`config.mk`:
```
export PLATFORM = sky130hd
export DESIGN_NAME = i2c_target_regs
export DESIGN_NICKNAME = d
export VERILOG_FILES = /design/src/rtl/i2c_pkg.sv /design/src/rtl/i2c_line_filter.sv /design/src/rtl/i2c_target_regs.sv
export SDC_FILE = /design/constraint.sdc
export NUM_CORES = 1
export LEC_CHECK = 0
export BUFFER_PORTS_ARGS = -buffer_cell sky130_fd_sc_hd__buf_2
export CELL_PAD_IN_SITES_DETAIL_PLACEMENT = 0
export CELL_PAD_IN_SITES_GLOBAL_PLACEMENT = 1
export CORE_MARGIN = 2
export CORE_UTILIZATION = 30
export CTS_CLUSTER_SIZE = 14
export DETAILED_ROUTE_END_ITERATION = 7
export HOLD_SLACK_MARGIN = 0.15
export PLACE_DENSITY_LB_ADDON = 0.25
export SLEW_MARGIN = 20
export SYNTH_ARGS = -nofsm -noshare
export SYNTH_HDL_FRONTEND = slang
export SYNTH_SLANG_ARGS = --single-unit
```
`constraint.sdc`:
```
create_clock -name clk -period 3.89 [get_ports clk]
set_clock_uncertainty 0.1 [all_clocks]
set_input_delay 0.778 -clock clk [delete_from_list [all_inputs] [get_ports clk]]
set_output_delay 0.778 -clock clk [all_outputs]
set_load 0.1 [all_outputs]
```
`src/rtl/i2c_pkg.sv`:
```
// Shared constants and FSM state encoding for the I2C register target.
package i2c_pkg;

    // 7-bit bus address of the SGTL5000 codec this target stands in for.
    localparam logic [6:0] SGTL5000_ADDR = 7'h0A;

    typedef enum logic [3:0] {
        ST_IDLE,
        ST_ADDR,
        ST_ACK,
        ST_RA_HI,
        ST_RA_LO,
        ST_WR_HI,
        ST_WR_LO,
        ST_RD_HI,
        ST_RD_LO,
        ST_MACK,
        ST_IGNORE
    } state_t;

endpackage

```
`src/rtl/i2c_line_filter.sv`:
```
// Synchroniser plus 3-sample stability filter for one raw I2C line,
// with single-cycle rise/fall pulses of the filtered level.
module i2c_line_filter (
    input  logic i_clk,
    input  logic i_rst,
    input  logic i_line,
    output logic o_level,
    output logic o_rise,
    output logic o_fall
);
    logic [1:0] r_sync;
    logic [2:0] r_hist;
    logic       r_level;
    logic       r_level_d;

    // Two-flop sync, then the level only moves after 3 identical samples; all preset to idle-high.
    always_ff @(posedge i_clk) begin
        if (i_rst) begin
            r_sync    <= 2'b11;
            r_hist    <= 3'b111;
            r_level   <= 1'b1;
            r_level_d <= 1'b1;
        end else begin
            r_sync    <= {r_sync[0], i_line};
            r_hist    <= {r_hist[1:0], r_sync[1]};
            if (&r_hist)
                r_level <= 1'b1;
            else if (~|r_hist)
                r_level <= 1'b0;
            r_level_d <= r_level;
        end
    end

    assign o_level = r_level;
    assign o_rise  = r_level & ~r_level_d;
    assign o_fall  = ~r_level & r_level_d;

endmodule

```
`src/rtl/i2c_target_regs.sv`:
```
// I2C target exposing a 16-bit register bus: 16-bit register pointer,
// 16-bit data words, optional pointer post-increment by 2 per word.
module i2c_target_regs
    import i2c_pkg::*;
#(
    parameter logic [6:0] ADDR     = SGTL5000_ADDR,
    parameter int         AUTO_INC = 1
) (
    input  logic        clk,
    input  logic        rst,
    input  logic        scl_i,
    input  logic        sda_i,
    output logic        sda_oe,
    output logic [15:0] reg_addr,
    output logic [15:0] reg_wdata,
    output logic        reg_we,
    output logic        reg_re,
    input  logic [15:0] reg_rdata,
    output logic        busy
);
    logic w_scl, w_scl_rise, w_scl_fall;
    logic w_sda, w_sda_rise, w_sda_fall;
    logic w_start, w_stop;
    logic [7:0] w_byte;

    state_t      r_state, r_next;
    logic [3:0]  r_cnt;
    logic [7:0]  r_rx, r_hi;
    logic [15:0] r_tx;
    logic        r_mack, r_inc_pend, r_rd_pend, r_rd_load;
    logic        r_sda_oe, r_we, r_re, r_busy;
    logic [15:0] r_addr, r_wdata;

    i2c_line_filter u_scl (.i_clk(clk), .i_rst(rst), .i_line(scl_i),
                           .o_level(w_scl), .o_rise(w_scl_rise), .o_fall(w_scl_fall));
    i2c_line_filter u_sda (.i_clk(clk), .i_rst(rst), .i_line(sda_i),
                           .o_level(w_sda), .o_rise(w_sda_rise), .o_fall(w_sda_fall));

    assign w_start = w_sda_fall & w_scl;
    assign w_stop  = w_sda_rise & w_scl;
    assign w_byte  = {r_rx[6:0], w_sda};

    // Protocol FSM; START/STOP override every state, START taking priority.
    always_ff @(posedge clk) begin
        if (rst) begin
            r_state    <= ST_IDLE;
            r_next     <= ST_IDLE;
            r_cnt      <= 4'd0;
            r_rx       <= 8'd0;
            r_hi       <= 8'd0;
            r_tx       <= 16'd0;
            r_mack     <= 1'b0;
            r_inc_pend <= 1'b0;
            r_rd_pend  <= 1'b0;
            r_rd_load  <= 1'b0;
            r_sda_oe   <= 1'b0;
            r_we       <= 1'b0;
            r_re       <= 1'b0;
            r_busy     <= 1'b0;
            r_addr     <= 16'd0;
            r_wdata    <= 16'd0;
        end else begin
            r_we       <= 1'b0;
            r_re       <= 1'b0;
            r_inc_pend <= 1'b0;
            r_rd_pend  <= 1'b0;
            // Read data is captured the cycle after the reg_re pulse.
            r_rd_load  <= r_re;
            if (r_rd_load)
                r_tx <= reg_rdata;
            if (r_inc_pend)
                r_addr <= r_addr + 16'd2;
            // Next-word read is issued one cycle after the pointer bump so it sees the new address.
            if (r_rd_pend)
                r_re <= 1'b1;

            if (w_start) begin
                r_state  <= ST_ADDR;
                r_cnt    <= 4'd0;
                r_sda_oe <= 1'b0;
            end else if (w_stop) begin
                r_state  <= ST_IDLE;
                r_sda_oe <= 1'b0;
                r_busy   <= 1'b0;
            end else begin
                case (r_state)
                    ST_ADDR, ST_RA_HI, ST_RA_LO, ST_WR_HI, ST_WR_LO: begin
                        if (w_scl_rise && r_cnt < 4'd8) begin
                            r_rx  <= w_byte;
                            r_cnt <= r_cnt + 4'd1;
                            if (r_cnt == 4'd7) begin
                                case (r_state)
                                    ST_RA_HI, ST_WR_HI: r_hi <= w_byte;
                                    ST_RA_LO:           r_addr <= {r_hi, w_byte};
                                    ST_WR_LO: begin
                                        r_wdata    <= {r_hi, w_byte};
                                        r_we       <= 1'b1;
                                        r_inc_pend <= (AUTO_INC != 0);
                                    end
                                    default: ;
                                endcase
                            end
                        end
                        if (w_scl_fall && r_cnt == 4'd8) begin
                            r_cnt <= 4'd0;
                            if (r_state == ST_ADDR && r_rx[7:1] != ADDR) begin
                                r_state <= ST_IGNORE;
                                r_busy  <= 1'b0;
                            end else begin
                                r_state  <= ST_ACK;
                                r_sda_oe <= 1'b1;
                                case (r_state)
                                    ST_ADDR: begin
                                        r_busy <= 1'b1;
                                        if (r_rx[0]) begin
                                            r_next <= ST_RD_HI;
                                            r_re   <= 1'b1;
                                        end else begin
                                            r_next <= ST_RA_HI;
                                        end
                                    end
                                    ST_RA_HI: r_next <= ST_RA_LO;
                                    ST_WR_HI: r_next <= ST_WR_LO;
                                    default:  r_next <= ST_WR_HI;
                                endcase
                            end
                        end
                    end
                    ST_ACK: begin
                        if (w_scl_fall) begin
                            r_state  <= r_next;
                            r_cnt    <= 4'd0;
                            r_sda_oe <= (r_next == ST_RD_HI) ? ~r_tx[15] : 1'b0;
                        end
                    end
                    ST_RD_HI, ST_RD_LO: begin
                        if (w_scl_rise)
                            r_cnt <= r_cnt + 4'd1;
                        if (w_scl_fall) begin
                            r_tx <= {r_tx[14:0], 1'b0};
                            if (r_cnt == 4'd8) begin
                                r_sda_oe <= 1'b0;
                                r_state  <= ST_MACK;
                                r_next   <= (r_state == ST_RD_HI) ? ST_RD_LO : ST_RD_HI;
                            end else begin
                                r_sda_oe <= ~r_tx[14];
                            end
                        end
                    end
                    ST_MACK: begin
                        if (w_scl_rise) begin
                            r_mack <= w_sda;
                            if (!w_sda && r_next == ST_RD_HI) begin
                                if (AUTO_INC != 0)
                                    r_addr <= r_addr + 16'd2;
                                r_rd_pend <= 1'b1;
                            end
                        end
                        if (w_scl_fall) begin
                            r_cnt <= 4'd0;
                            if (r_mack) begin
                                r_state  <= ST_IGNORE;
                                r_busy   <= 1'b0;
                                r_sda_oe <= 1'b0;
                            end else begin
                                r_state  <= r_next;
                                r_sda_oe <= ~r_tx[15];
                            end
                        end
                    end
                    ST_IGNORE: begin
                        r_sda_oe <= 1'b0;
                        r_busy   <= 1'b0;
                    end
                    default: r_sda_oe <= 1'b0;
                endcase
            end
        end
    end

    assign sda_oe    = r_sda_oe;
    assign reg_addr  = r_addr;
    assign reg_wdata = r_wdata;
    assign reg_we    = r_we;
    assign reg_re    = r_re;
    assign busy      = r_busy;

endmodule

```
# Word-level counts from Yosys, hierarchy flattened
# Cells that the tools add are included.
[totals]
regBits = 97
output_inout_bits = 36
word_cells = 175
[op_classes]
add_sub_neg = 2
n_lt_le_gt_ge = 1
n_eq_ne = 32
muxes = 63
bitwise_logic = 19
reduce_logical = 34
[op_table]
columns = ["cell", "n"]
rows = [
  ["$mux W16", 13],
  ["$mux W4", 16],
  ["$pmux W16 S2", 1],
  ["$reduce_and A6 Y1", 5],
  ["$mux W1", 26],
  ["$eq A4 B3 Y1 const B", 6],
  ["$ne A4 B4 Y1 const B", 6],
  ["$pmux W4 S3", 2],
  ["$add A16 B2 Y16 const B", 1],
  ["$eq A4 B4 Y1 const B", 4],
  ["$pmux W4 S4", 1],
  ["$ne A2 B2 Y1 const B", 7],
  ["$not A1 Y1", 13],
  ["$ne A3 B3 Y1 const B", 4],
  ["$reduce_or A2 Y1", 6],
  ["$reduce_and A5 Y1", 2],
  ["$reduce_or A5 Y1", 2],
  ["$reduce_or A3 Y1", 3],
  ["$eq A4 B2 Y1 const B", 2],
  ["$pmux W4 S2", 1],
  ["$reduce_and A4 Y1", 2],
  ["$reduce_bool A4 Y1", 2],
  ["$ne A7 B4 Y1 const B", 1],
  ["$reduce_and A7 Y1", 1],
  ["15 further kinds", 24],
]

# Longest topological paths before layout
# Gate-level depths: netlist (run 1).
[logic_depth]
ltp_word = 8
ltp_mapped = 9

# Cells and area by module
# From an unflattened synthesis (run 1), not the netlist that was laid out.
[hier_totals]
hier_cells = 543
area_unflattened_um2 = 4858.4
[modules_own_cells]
columns = ["module", "instances", "cells_per_inst", "area_per_inst_um2", "seq_area_each_um2"]
rows = [
  ["i2c_target_regs", 1, 505, 4438.0, 1661.6],
  ["i2c_line_filter", 2, 19, 210.2, 140.1],
]

# Least setup slack after synthesis (run 1)
# Ideal clock, no wire load.
[synth_path]
path_type = "reg-to-reg"
start = "register r_addr[3] (netlist: reg_addr[3])"
end = "register r_addr[12] (netlist: reg_addr[12])"
setup_ns = 0.122
arrival_time_ns = 2.422
required_time_ns = 3.668
slack_ns = 1.246
stages_incl_launch_ff = 8
path_buffers = 1
period_less_slack_ns = 2.644
path_cell_list = "dfxtp_1 clkbuf_1 nand4_1 nor3_1 nand2_1 o21ai_1 o31ai_1 a221o_1"
[synth_via]
elab_chain_len = 8
word_cells_on_any_way = 10
classes_between = "add/sub (1); mux (9)"
[synth_lines]
columns = ["element", "line", "text"]
rows = [
  ["start, declared", "i2c_target_regs.sv:32", "logic [15:0] r_addr, r_wdata;"],
  ["start signal, assigned", "i2c_target_regs.sv:72", "r_addr <= r_addr + 16'd2;"],
  ["start signal, assigned", "i2c_target_regs.sv:94", "ST_RA_LO: r_addr <= {r_hi, w_byte};"],
  ["start signal, assigned", "i2c_target_regs.sv:155", "r_addr <= r_addr + 16'd2;"],
  ["$add A16 B2 Y16 *", "i2c_target_regs.sv:72, i2c_target_regs.sv:155", ""],
  ["$mux W16", "i2c_target_regs.sv:71", "if (r_inc_pend)"],
  ["$mux W16", "i2c_target_regs.sv:92", "case (r_state)"],
  ["$mux W16", "i2c_target_regs.sv:91", "if (r_cnt == 4'd7) begin"],
  ["$mux W16", "i2c_target_regs.sv:88", "if (w_scl_rise && r_cnt < 4'd8) begin"],
  ["$pmux W16 S2", "i2c_target_regs.sv:86", "case (r_state)"],
  ["$mux W16", "i2c_target_regs.sv:81", "end else if (w_stop) begin"],
  ["$mux W16 *", "i2c_target_regs.sv:77", "if (w_start) begin"],
]
# Every way passes the cells marked *; elsewhere a longest branch is shown, timed or not.
# A chain may end at the register's enable or synchronous reset.

# Worst setup path in the final report (run 1)
[layout_path]
start = "register r_state[3]"
end = "register r_cnt[3]"
[layout_via]
elab_chain_len = 4
word_cells_on_any_way = 18
classes_between = "eq/ne (12); mux (1); reduce/logical (5)"
[layout_lines]
columns = ["element", "line", "text"]
rows = [
  ["start, declared", "i2c_target_regs.sv:26", "state_t r_state, r_next;"],
  ["start signal, assigned", "i2c_target_regs.sv:131", "r_state <= r_next;"],
  ["start signal, assigned", "i2c_target_regs.sv:166", "r_state <= r_next;"],
  ["$eq A4 B1 Y1 (tied with other cells)", "i2c_target_regs.sv:86", ""],
  ["$reduce_or A5 Y1 (tied with other cells)", "i2c_target_regs.sv:86", ""],
  ["$ne A3 B3 Y1 (no source line) (tied with other cells)", "n/a", ""],
  ["$reduce_and A5 Y1 (no source line)", "n/a", ""],
  ["end signal, assigned", "i2c_target_regs.sv:90", "r_cnt <= r_cnt + 4'd1;"],
  ["end signal, assigned", "i2c_target_regs.sv:138", "r_cnt <= r_cnt + 4'd1;"],
  ["end, declared", "i2c_target_regs.sv:27", "logic [3:0] r_cnt;"],
]
# Parallel ways exist; a longest one is shown, timed or not.

==> results.yml, run 1 <==
routing:
  wire_per_inst_um: 15.7
  vias: 4185
  ant_nets: 0
  drc: 0
  dr.pass1.iters: 5
  avgViaCountPerCell: 5.06
  drt-total-wl_mm: 13.0
  drt_iter0_drc: 275
logic_synthesis:
  synth-seq-area-share_pct: 40.0
  avgSynthCellArea_um2: 8.52
  synthDominantCellAreaShare_pct: 40.0
  ys.flop_type: "dfxtp_1"
  synthCells: 570
  yosys_warnings: 0
  ys_ff_latch: 97
  async_reset_ff_share_pct: 0
  synth_cell_type_count: 66
  synth_fp_nets: 593
  synth_area_leaders: "dfxtp_1 40%, mux2i_1 11%, nor2_1 8.0%"
  synth.largest_area_cell: "dfxtp_1"
  synth_edf_count: 0
  syn_area_um2: 4860
cells_and_area:
  fin_util_pct: 35.4
  area.growth.synth_to_final_pct: 15.3
  layout_common_cells: "102 x nor2_1, 97 x dfxtp_1, 55 x buf_2"
  final_common_cell: "nor2_1"
  drive_gt1_share_pct: 17.0
  nets: 629
  final.fill_count: 1666
  antennaDiodeCount: 0
  fin_area_um2: 5600
timing:
  setup_violations: 0
  period_share_pct: 71.4
  timing.final.ws_setup_ns: 1.11
  report.final.slew_viol_count: 0
  fin_crit_ns: 2.78
  tns_ns: 0
  worst_pin_slew_ns: 0.905
  slew-limit-headroom_pct: 39.6
  hold_violations: 0
  fmax_ghz: 0.360
  rsz0062_at_grt: "false"
setup_path:
  endpoint_kind: "flop"
  start_kind: "flop"
  path_max_fanout: 27
  cp.required_ns: 4.03
  slowest_stage: "dfxtp_1"
  slowest_delay_ns: 0.84
  crit_type: "flop to flop"
  crit_chain: "nor4bb_1, a21oi_1, o32a_1, nor4_2, o21ai_0, a32o_1"
  cp_data_arrival_time_ns: 2.92
clock_network:
  clock_latency_ns: 0.35
  htree_levels: 3
  clk_path_buf_depth: 2
  post-cts-setup-buffers: 0
  cts-root-buf: "clkbuf_16"
  hold_buffers: 0
  cts_tree: "built"
  cts_resized: 0
  clk_pin_slew_ns: 0.07
  cts_buffers: 9
  cts.sinks: 97
global_route:
  grt_pass1_vias: 3917
  antenna_found_initial: 0
  grt_remaining_overflow: 0
  grt_max_degree: 51
  grt_use_total_pct: 15.3
  grt_pass1_wl_mm: 21.4
floorplan:
  die-height_um: 131
  core_um2: 15800
  fp.dieW_um: 131
  die-area_um2: 17200
  start_util_pct: 30.7
  rows: 46
  pin_count: 56
hold_path:
  hold_path.class: "flop to flop"
power_and_ir_drop:
  leakage_nw: 2.31
  p_per_area_nw_per_um2: 345
  ir_drop_mv: 0.216
  fin_total_pwr_mw: 1.93
outcome:
  status: "finished clean"
placement:
  dp_slack_ns: 1.10
  gp_congestion: 0.862
  hpwl_mm: 9.20
  place_area_um2: 5310
  port_buffers: 55
run:
  drv_cap: 0
-- cells in the mapped netlist, drive strengths merged, types with 10 or more instances --
library cell	number
a22oi	10
or2	15
clkbuf	31
nor2	103
a21oi	35
nand2	22
mux2i	53
o21ai	22
inv	11
nand3	11
xor2	12
nor2b	12
dfxtp	97
-- where the power goes --
part | internal [mW] | switching (mW) | total [mW]
Combinational | 0.0219 | 0.0401 | 0.0620
Sequential | 0.997 | 0.00752 | 1.00
Clock | 0.457 | 0.407 | 0.864
-- registers in the layout (all words and copies together) (netlist names), 2 cells and up --
register / cells
r_state: 4
reg_wdata: 16
reg_addr: 16
r_next: 4
r_hi: 8
r_rx: 8
r_cnt: 4
u_scl.r_hist: 3
u_scl.r_sync: 2
r_tx: 16
u_sda.r_sync: 2
u_sda.r_hist: 3
-- worst max-delay path: cells and delay by family (launching register included) --
family | cells | cell delay [ns]
simple gates | 2 | 0.89
flops | 1 | 0.84
compound gates | 4 | 0.85
-- area by class of cell --
type / count / area [um2] / area share (%)
Clock buffer: 10 / 239 / 4.27
Inverter: 11 / 41.3 / 0.738
Tap cell: 216 / 270 / 4.83
Timing Repair Buffer: 64 / 343 / 6.13
Clock inverter: 6 / 46.3 / 0.827
Sequential cell: 97 / 1940 / 34.7
Multi-Input combinational cell: 423 / 2720 / 48.5
-- metal layers --
metal | GRT usage (%) | up-vias | share of wire (%)
met5 | 0 | - | 0
met4 | 6.10 | 0 | 2.1
met3 | 2.04 | 21 | 3.3
met2 | 23.6 | 89 | 44
met1 | 21.6 | 1973 | 51
li1 | - | 2102 | -
-- logic make-up (layout without fill, tap and decap cells) --
group / count (synthesis) / after routing / share of synthesized area [%]
mux: 53 / 53 / 10.9
compound gates: 125 / 125 / 17.4
xor+xnor: 18 / 18 / 3.63
simple gates: 224 / 224 / 23.1
fa+ha+maj: 3 / 3 / 0.773
buf+inv: 50 / 91 / 4.15
flops: 97 / 97 / 40.0
-- metrics by stage --
step	hold WS, ns	std cells
6_report	0.309	827
5_1_grt	0.330	827
4_1_cts	0.310	827
3_5_place_dp	0.293	811
3_3_place_gp	0.292	811
2_1_floorplan	0.289	570
-- path summary, 6_finish.rpt --
kind	endpoint	slack (ns)	cells past startpoint	start
min reg2reg	u_scl.r_hist[0]$_SDFF_PP1_	0.31	1	u_scl.r_sync[1]$_SDFF_PP1_
max	r_cnt[3]$_SDFFE_PP0P_	1.11	6	r_state[3]$_SDFFE_PP0P_
min	u_scl.r_hist[0]$_SDFF_PP1_	0.31	1	u_scl.r_sync[1]$_SDFF_PP1_
max reg2reg	r_cnt[3]$_SDFFE_PP0P_	1.11	6	r_state[3]$_SDFFE_PP0P_
Note: power is estimated with default switching activity, not from simulation.
==> inputs of run 2 (changes only) <==
Settings changed: ABC_AREA set to 1.
Clock period 3.89 ns to 2.4 ns, I/O delays scaled along.
==> run 2 against run 1 <==
Compared with the run above: cell count grew 21%; combinational power grew to 15 times the previous value; via count is 14% higher; synthesized cell count up 28%; non-clock buffer count grew 3; global-route usage up 1.1 points; setup slack worse by 0.81 ns; area after synthesis up 1.8%; register-to-register slack got worse by 0.81 ns; die area increased by 1.7%; first-iteration DRC count grew 8.0%; largest cell class unchanged.
==> results.yml, run 2 <==
logic_synthesis:
  synth_fp_nets: 750
  synth_cell_type_count: 42
  ys.flop_type: "dfxtp_1"
  ys_ff_latch: 97
  async_reset_ff_share_pct: 0
  synth_area_leaders: "dfxtp_1 39%, nand2_1 13%, o21ai_0 9.0%"
  syn_area_um2: 4940
  synth_common_cells: "177 x nand2_1, 97 x dfxtp_1, 89 x o21ai_0"
  synth-seq-area-share_pct: 39.3
  synth_edf_count: 0
  yosys_warnings: 0
  synthMostInstantiatedCell: "nand2_1"
  avgSynthCellArea_um2: 6.80
  synthDominantCellAreaShare_pct: 39.3
  synth.largest_area_cell: "dfxtp_1"
  synthCells: 727
placement:
  gp_congestion: 0.879
  dp_slack_ns: 0.295
  port_buffers: 55
  dp_cells: 987
  hpwl_mm: 10.6
run:
  drv_cap: 0
power_and_ir_drop:
  p_per_area_nw_per_um2: 720
  leakage_nw: 2.54
  ir_drop_mv: 0.830
timing:
  rsz0062_at_grt: "false"
  fmax_ghz: 0.476
  period_share_pct: 87.5
  setup_violations: 0
  worst_pin_slew_ns: 0.500
  hold_violations: 0
  slew-limit-headroom_pct: 66.9
  tns_ns: 0
  fin_crit_ns: 2.10
  timing.final.ws_setup_ns: 0.299
  report.final.slew_viol_count: 0
floorplan:
  fp.dieW_um: 132
  die-area_um2: 17500
  die-height_um: 132
  pin_count: 56
  core_um2: 16000
  rows: 46
  start_util_pct: 30.9
routing:
  avgViaCountPerCell: 4.77
  vias: 4786
  drt-total-wl_mm: 14.0
  wire_per_inst_um: 13.9
  dr.pass1.iters: 5
  drt_iter0_drc: 297
  ant_nets: 0
  drc: 0
outcome:
  status: "finished clean"
clock_network:
  hold_buffers: 0
  clk_pin_slew_ns: 0.08
  clk_path_buf_depth: 2
  cts.sinks: 97
  post-cts-setup-buffers: 0
  cts_buffers: 9
  htree_levels: 3
  cts_tree: "built"
  clock_latency_ns: 0.36
  cts_resized: 0
  cts-root-buf: "clkbuf_16"
global_route:
  antenna_found_initial: 0
  use_met1_pct: 21.1
  busiest_layer: "met2"
  grt_max_degree: 40
  grt_pass1_wl_mm: 23.1
  grt_pass1_vias: 4612
  met2_usage_pct: 26.9
  grt_use_total_pct: 16.4
  met3_usage_pct: 3.27
  grt_remaining_overflow: 0
setup_path:
  endpoint_kind: "flop"
  worst-r2r-cell-count: 8
  cp_data_arrival_time_ns: 2.31
  path_max_fanout: 11
  start_kind: "flop"
  crit_type: "flop to flop"
  cp.required_ns: 2.61
cells_and_area:
  area.growth.synth_to_final_pct: 16.9
  finalNonFillerCells: 1003
  drive_gt1_share_pct: 17.5
  antennaDiodeCount: 0
  final.fill_count: 1762
  final_common_cell: "nand2_1"
  layout_common_cells: "177 x nand2_1, 95 x dfxtp_1, 89 x o21ai_0"
  nets: 805
hold_path:
  hold_path.class: "primary input to flop"
  holdPathStages: 2
==> run 2: changes by cell type after synthesis, moves of 8 or more <==
| cell | before | now |
|---|---|---|
| a21oi_1 | 35 | 66 |
| inv_2 | 0 | 9 |
| o21ai_0 | 21 | 89 |
| nand2_1 | 22 | 177 |
| a22oi_1 | 10 | 2 |
| nor2b_1 | 12 | 0 |
| mux2i_1 | 53 | 1 |
| inv_1 | 11 | 74 |
| clkbuf_1 | 31 | 13 |
| nand2_2 | 0 | 10 |
| nor2_1 | 103 | 61 |
| nand3_1 | 11 | 42 |
==> run 2: path summary, 6_finish.rpt <==
kind	from	endpoint	slack, ns
worst min-delay path	scl_i	u_scl.r_sync[0]$_SDFF_PP1_	0.20
worst max register to register	u_scl.o_level$_SDFFE_PP1N_	reg_addr[1]$_SDFF_PP0_	0.30
worst min register to register	reg_re$_SDFF_PP0_	r_rd_load$_SDFF_PP0_	0.31
worst max-delay path	u_scl.o_level$_SDFFE_PP1N_	reg_addr[1]$_SDFF_PP0_	0.30
==> run 2: cell type report <==
cell class | instances | area [um2] | share of cell area (%)
Inverter | 84 | 318 | 5.50
Clock inverter | 7 | 81.3 | 1.41
Tap cell | 216 | 270 | 4.68
Clock buffer | 9 | 225 | 3.90
Multi-Input combinational cell | 523 | 2570 | 44.5
Sequential cell | 97 | 1940 | 33.7
Timing Repair Buffer | 67 | 365 | 6.32
==> run 2: cells by family after synthesis <==
| group | synth area share [%] |
|---|---|
| buffers and inverters | 8.61 |
| multiplexers | 0.203 |
| adder cells (fa/ha/maj) | 0.760 |
| AND/OR/NAND/NOR | 30.7 |
| XOR/XNOR | 1.24 |
| AO/OA/AOI/OAI | 19.2 |
| flip-flops | 39.3 |
==> run 2: worst max-delay path, stage by stage, from the launching register on <==
cell     delay [ns]
dfxtp_1        0.42
nand2_1        0.15
nor2_2         0.28
nand3_2        0.24
inv_1          0.34
nand3_1        0.18
o21ai_0        0.21
a21oi_1        0.06
nor2_1         0.08
==> run 2: per-layer routing <==
metal	routed length (um)	up-vias
met4	354	0
li1	-	2472
met1	6580	2190
met2	6450	99
met3	558	25
met5	0	-
==> run 2: where the power goes <==
part / total, mW / switching, mW / internal, mW
Sequential: 1.73 / 0.0629 / 1.66
Combinational: 0.952 / 0.708 / 0.244
Clock: 1.48 / 0.738 / 0.745
Total: 4.16 / 1.51 / 2.65
==> run 2: stage by stage <==
stage | util, % | cell area [um2] | power, mW | hold slack [ns]
3_5_place_dp | 34.2 | 5470 | 2.71 | 0.300
6_report | 36.1 | 5780 | 4.16 | 0.201
3_3_place_gp | 34.2 | 5470 | 2.71 | 0.307
4_1_cts | 36.1 | 5780 | 4.21 | 0.190
5_1_grt | 36.1 | 5780 | 4.38 | 0.205
2_1_floorplan | - | 4940 | 2.50 | 0.289
==> inputs of run 3 (changes only) <==
Settings changed: CORE_ASPECT_RATIO set to 0.8, PLACE_DENSITY set to 0.7, PLACE_DENSITY_LB_ADDON 0.25 to unset.
==> run 3 against run 2 <==
Compared with the run above: combinational power up 0.7%; clock power down 7%; critical endpoint unchanged; largest cell class unchanged; first-iteration DRC count up 30%.
==> results.yml, run 3 (synthesized netlist as in run 2, its figures left out) <==
timing:
  setup_violations: 0
  report.final.slew_viol_count: 0
  rsz0062_at_grt: "false"
  tns_ns: 0
  fmax_ghz: 0.458
  fin_crit_ns: 2.19
  timing.final.ws_setup_ns: 0.215
  slew-limit-headroom_pct: 66.6
  period_share_pct: 91.0
  hold_violations: 0
  worst_pin_slew_ns: 0.505
hold_path:
  holdPathStages: 2
  holdPathEnd: "u_scl.r_sync[0]$_SDFF_PP1_"
  hp-start: "scl_i"
  hold_path.class: "primary input to flop"
routing:
  drt_iter0_drc: 387
  wire_per_inst_um: 13.9
  dr.pass1.iters: 5
  vias: 4715
  drc: 0
  avgViaCountPerCell: 4.70
  drt-total-wl_mm: 13.9
  ant_nets: 0
placement:
  hpwl_mm: 10.5
  gp_congestion: 0.926
  dp_slack_ns: 0.272
  port_buffers: 55
  dp_cells: 987
  place_area_um2: 5480
outcome:
  status: "finished clean"
clock_network:
  hold_buffers: 0
  post-cts-setup-buffers: 0
  clk_pin_slew_ns: 0.06
  cts.sinks: 97
  cts-root-buf: "clkbuf_16"
  clock_latency_ns: 0.35
  cts_tree: "built"
  cts_buffers: 9
  htree_levels: 3
  cts_resized: 0
  clk_path_buf_depth: 2
power_and_ir_drop:
  ir_drop_mv: 0.431
  p_per_area_nw_per_um2: 706
  leakage_nw: 2.54
setup_path:
  endpoint_kind: "flop"
  crit_chain: "nand2_1, nor2_2, nand3_2, inv_1, nand3_1, o21ai_0, a21oi_1, nor2_1"
  worst-r2r-cell-count: 8
  r2r_slack_ns: 0.21
  slowest_delay_ns: 0.41
  crit_type: "flop to flop"
  start_kind: "flop"
  r2r-start: "u_scl.o_level$_SDFFE_PP1N_"
  slowest_stage: "dfxtp_1"
  cp_data_arrival_time_ns: 2.37
  cp.required_ns: 2.58
  r2r-end: "reg_addr[1]$_SDFF_PP0_"
  path_max_fanout: 11
cells_and_area:
  multi_input_area_um2: 2570
  finalNonFillerCells: 1003
  fin_area_um2: 5760
  final.fill_count: 1748
  seq_area_um2: 1940
  area.growth.synth_to_final_pct: 16.6
  antennaDiodeCount: 0
  layout_common_cells: "177 x nand2_1, 95 x dfxtp_1, 89 x o21ai_0"
  final_common_cell: "nand2_1"
  nets: 806
  drive_gt1_share_pct: 17.4
floorplan:
  die-height_um: 119
  fp.dieW_um: 147
  pin_count: 56
  die-area_um2: 17500
  rows: 41
  start_util_pct: 31.0
  core_um2: 16000
run:
  drv_cap: 0
global_route:
  grt_use_total_pct: 16.5
  grt_pass1_vias: 4270
  grt_max_degree: 39
  grt_remaining_overflow: 0
  grt_pass1_wl_mm: 22.9
  antenna_found_initial: 0
==> run 3: metal layers <==
| layer | part of all wire, % | GRT usage, % | vias up |
|---|---|---|---|
| li1 | - | - | 2475 |
| met1 | 57 | 27.5 | 2089 |
| met2 | 36 | 19.9 | 134 |
| met3 | 5.2 | 3.55 | 17 |
| met4 | 1.6 | 4.99 | 0 |
| met5 | 0 | 0 | - |
==> run 3: worst max path at each step <==
stage	cells past startpoint	slack, ns	startpoint	endpoint
after floorplan	9	0.04	reg_addr[3]$_SDFF_PP0_	reg_addr[12]$_SDFF_PP0_
after global routing	8	0.02	u_scl.o_level$_SDFFE_PP1N_	reg_addr[1]$_SDFF_PP0_
final	8	0.21	u_scl.o_level$_SDFFE_PP1N_	reg_addr[1]$_SDFF_PP0_
after global placement	8	0.22	u_scl.o_level$_SDFFE_PP1N_	reg_addr[1]$_SDFF_PP0_
after CTS	8	0.25	u_scl.o_level$_SDFFE_PP1N_	reg_addr[1]$_SDFF_PP0_
after detailed placement	8	0.27	u_scl.o_level$_SDFFE_PP1N_	reg_addr[1]$_SDFF_PP0_
==> run 3: cell type report <==
type | count | share of cell area (%)
sequential | 97 | 33.8
inverter | 84 | 5.52
multi-input combinational | 523 | 44.7
tap | 215 | 4.67
clock buffer | 12 | 4.28
timing repair buffer | 68 | 6.47
clock inverter | 4 | 0.630
==> run 3: power by group <==
group	total (mW)	leakage, nW	internal [mW]	switching (mW)
Combinational	0.959	1.62	0.247	0.712
Sequential	1.73	0.785	1.67	0.0662
Clock	1.38	0.135	0.745	0.632
Total	4.07	2.54	2.66	1.41
==> run 3: per-stage QoR <==
stage | hold slack, ns | util [%] | total power, mW
floorplan | 0.289 | - | 2.50
finish | 0.211 | 36.1 | 4.07
CTS | 0.196 | 36.1 | 4.11
global route | 0.199 | 36.1 | 4.30
global placement | 0.291 | 34.3 | 2.74
detailed placement | 0.296 | 34.3 | 2.72
==> run 3: critical path: cells and delay by family, from the launching register on <==
kind	cells	cell delay (ns)
AOI/OAI and AO/OA	2	0.40
buffers and inverters	1	0.29
DFF	1	0.41
and+or+nand+nor	5	0.92
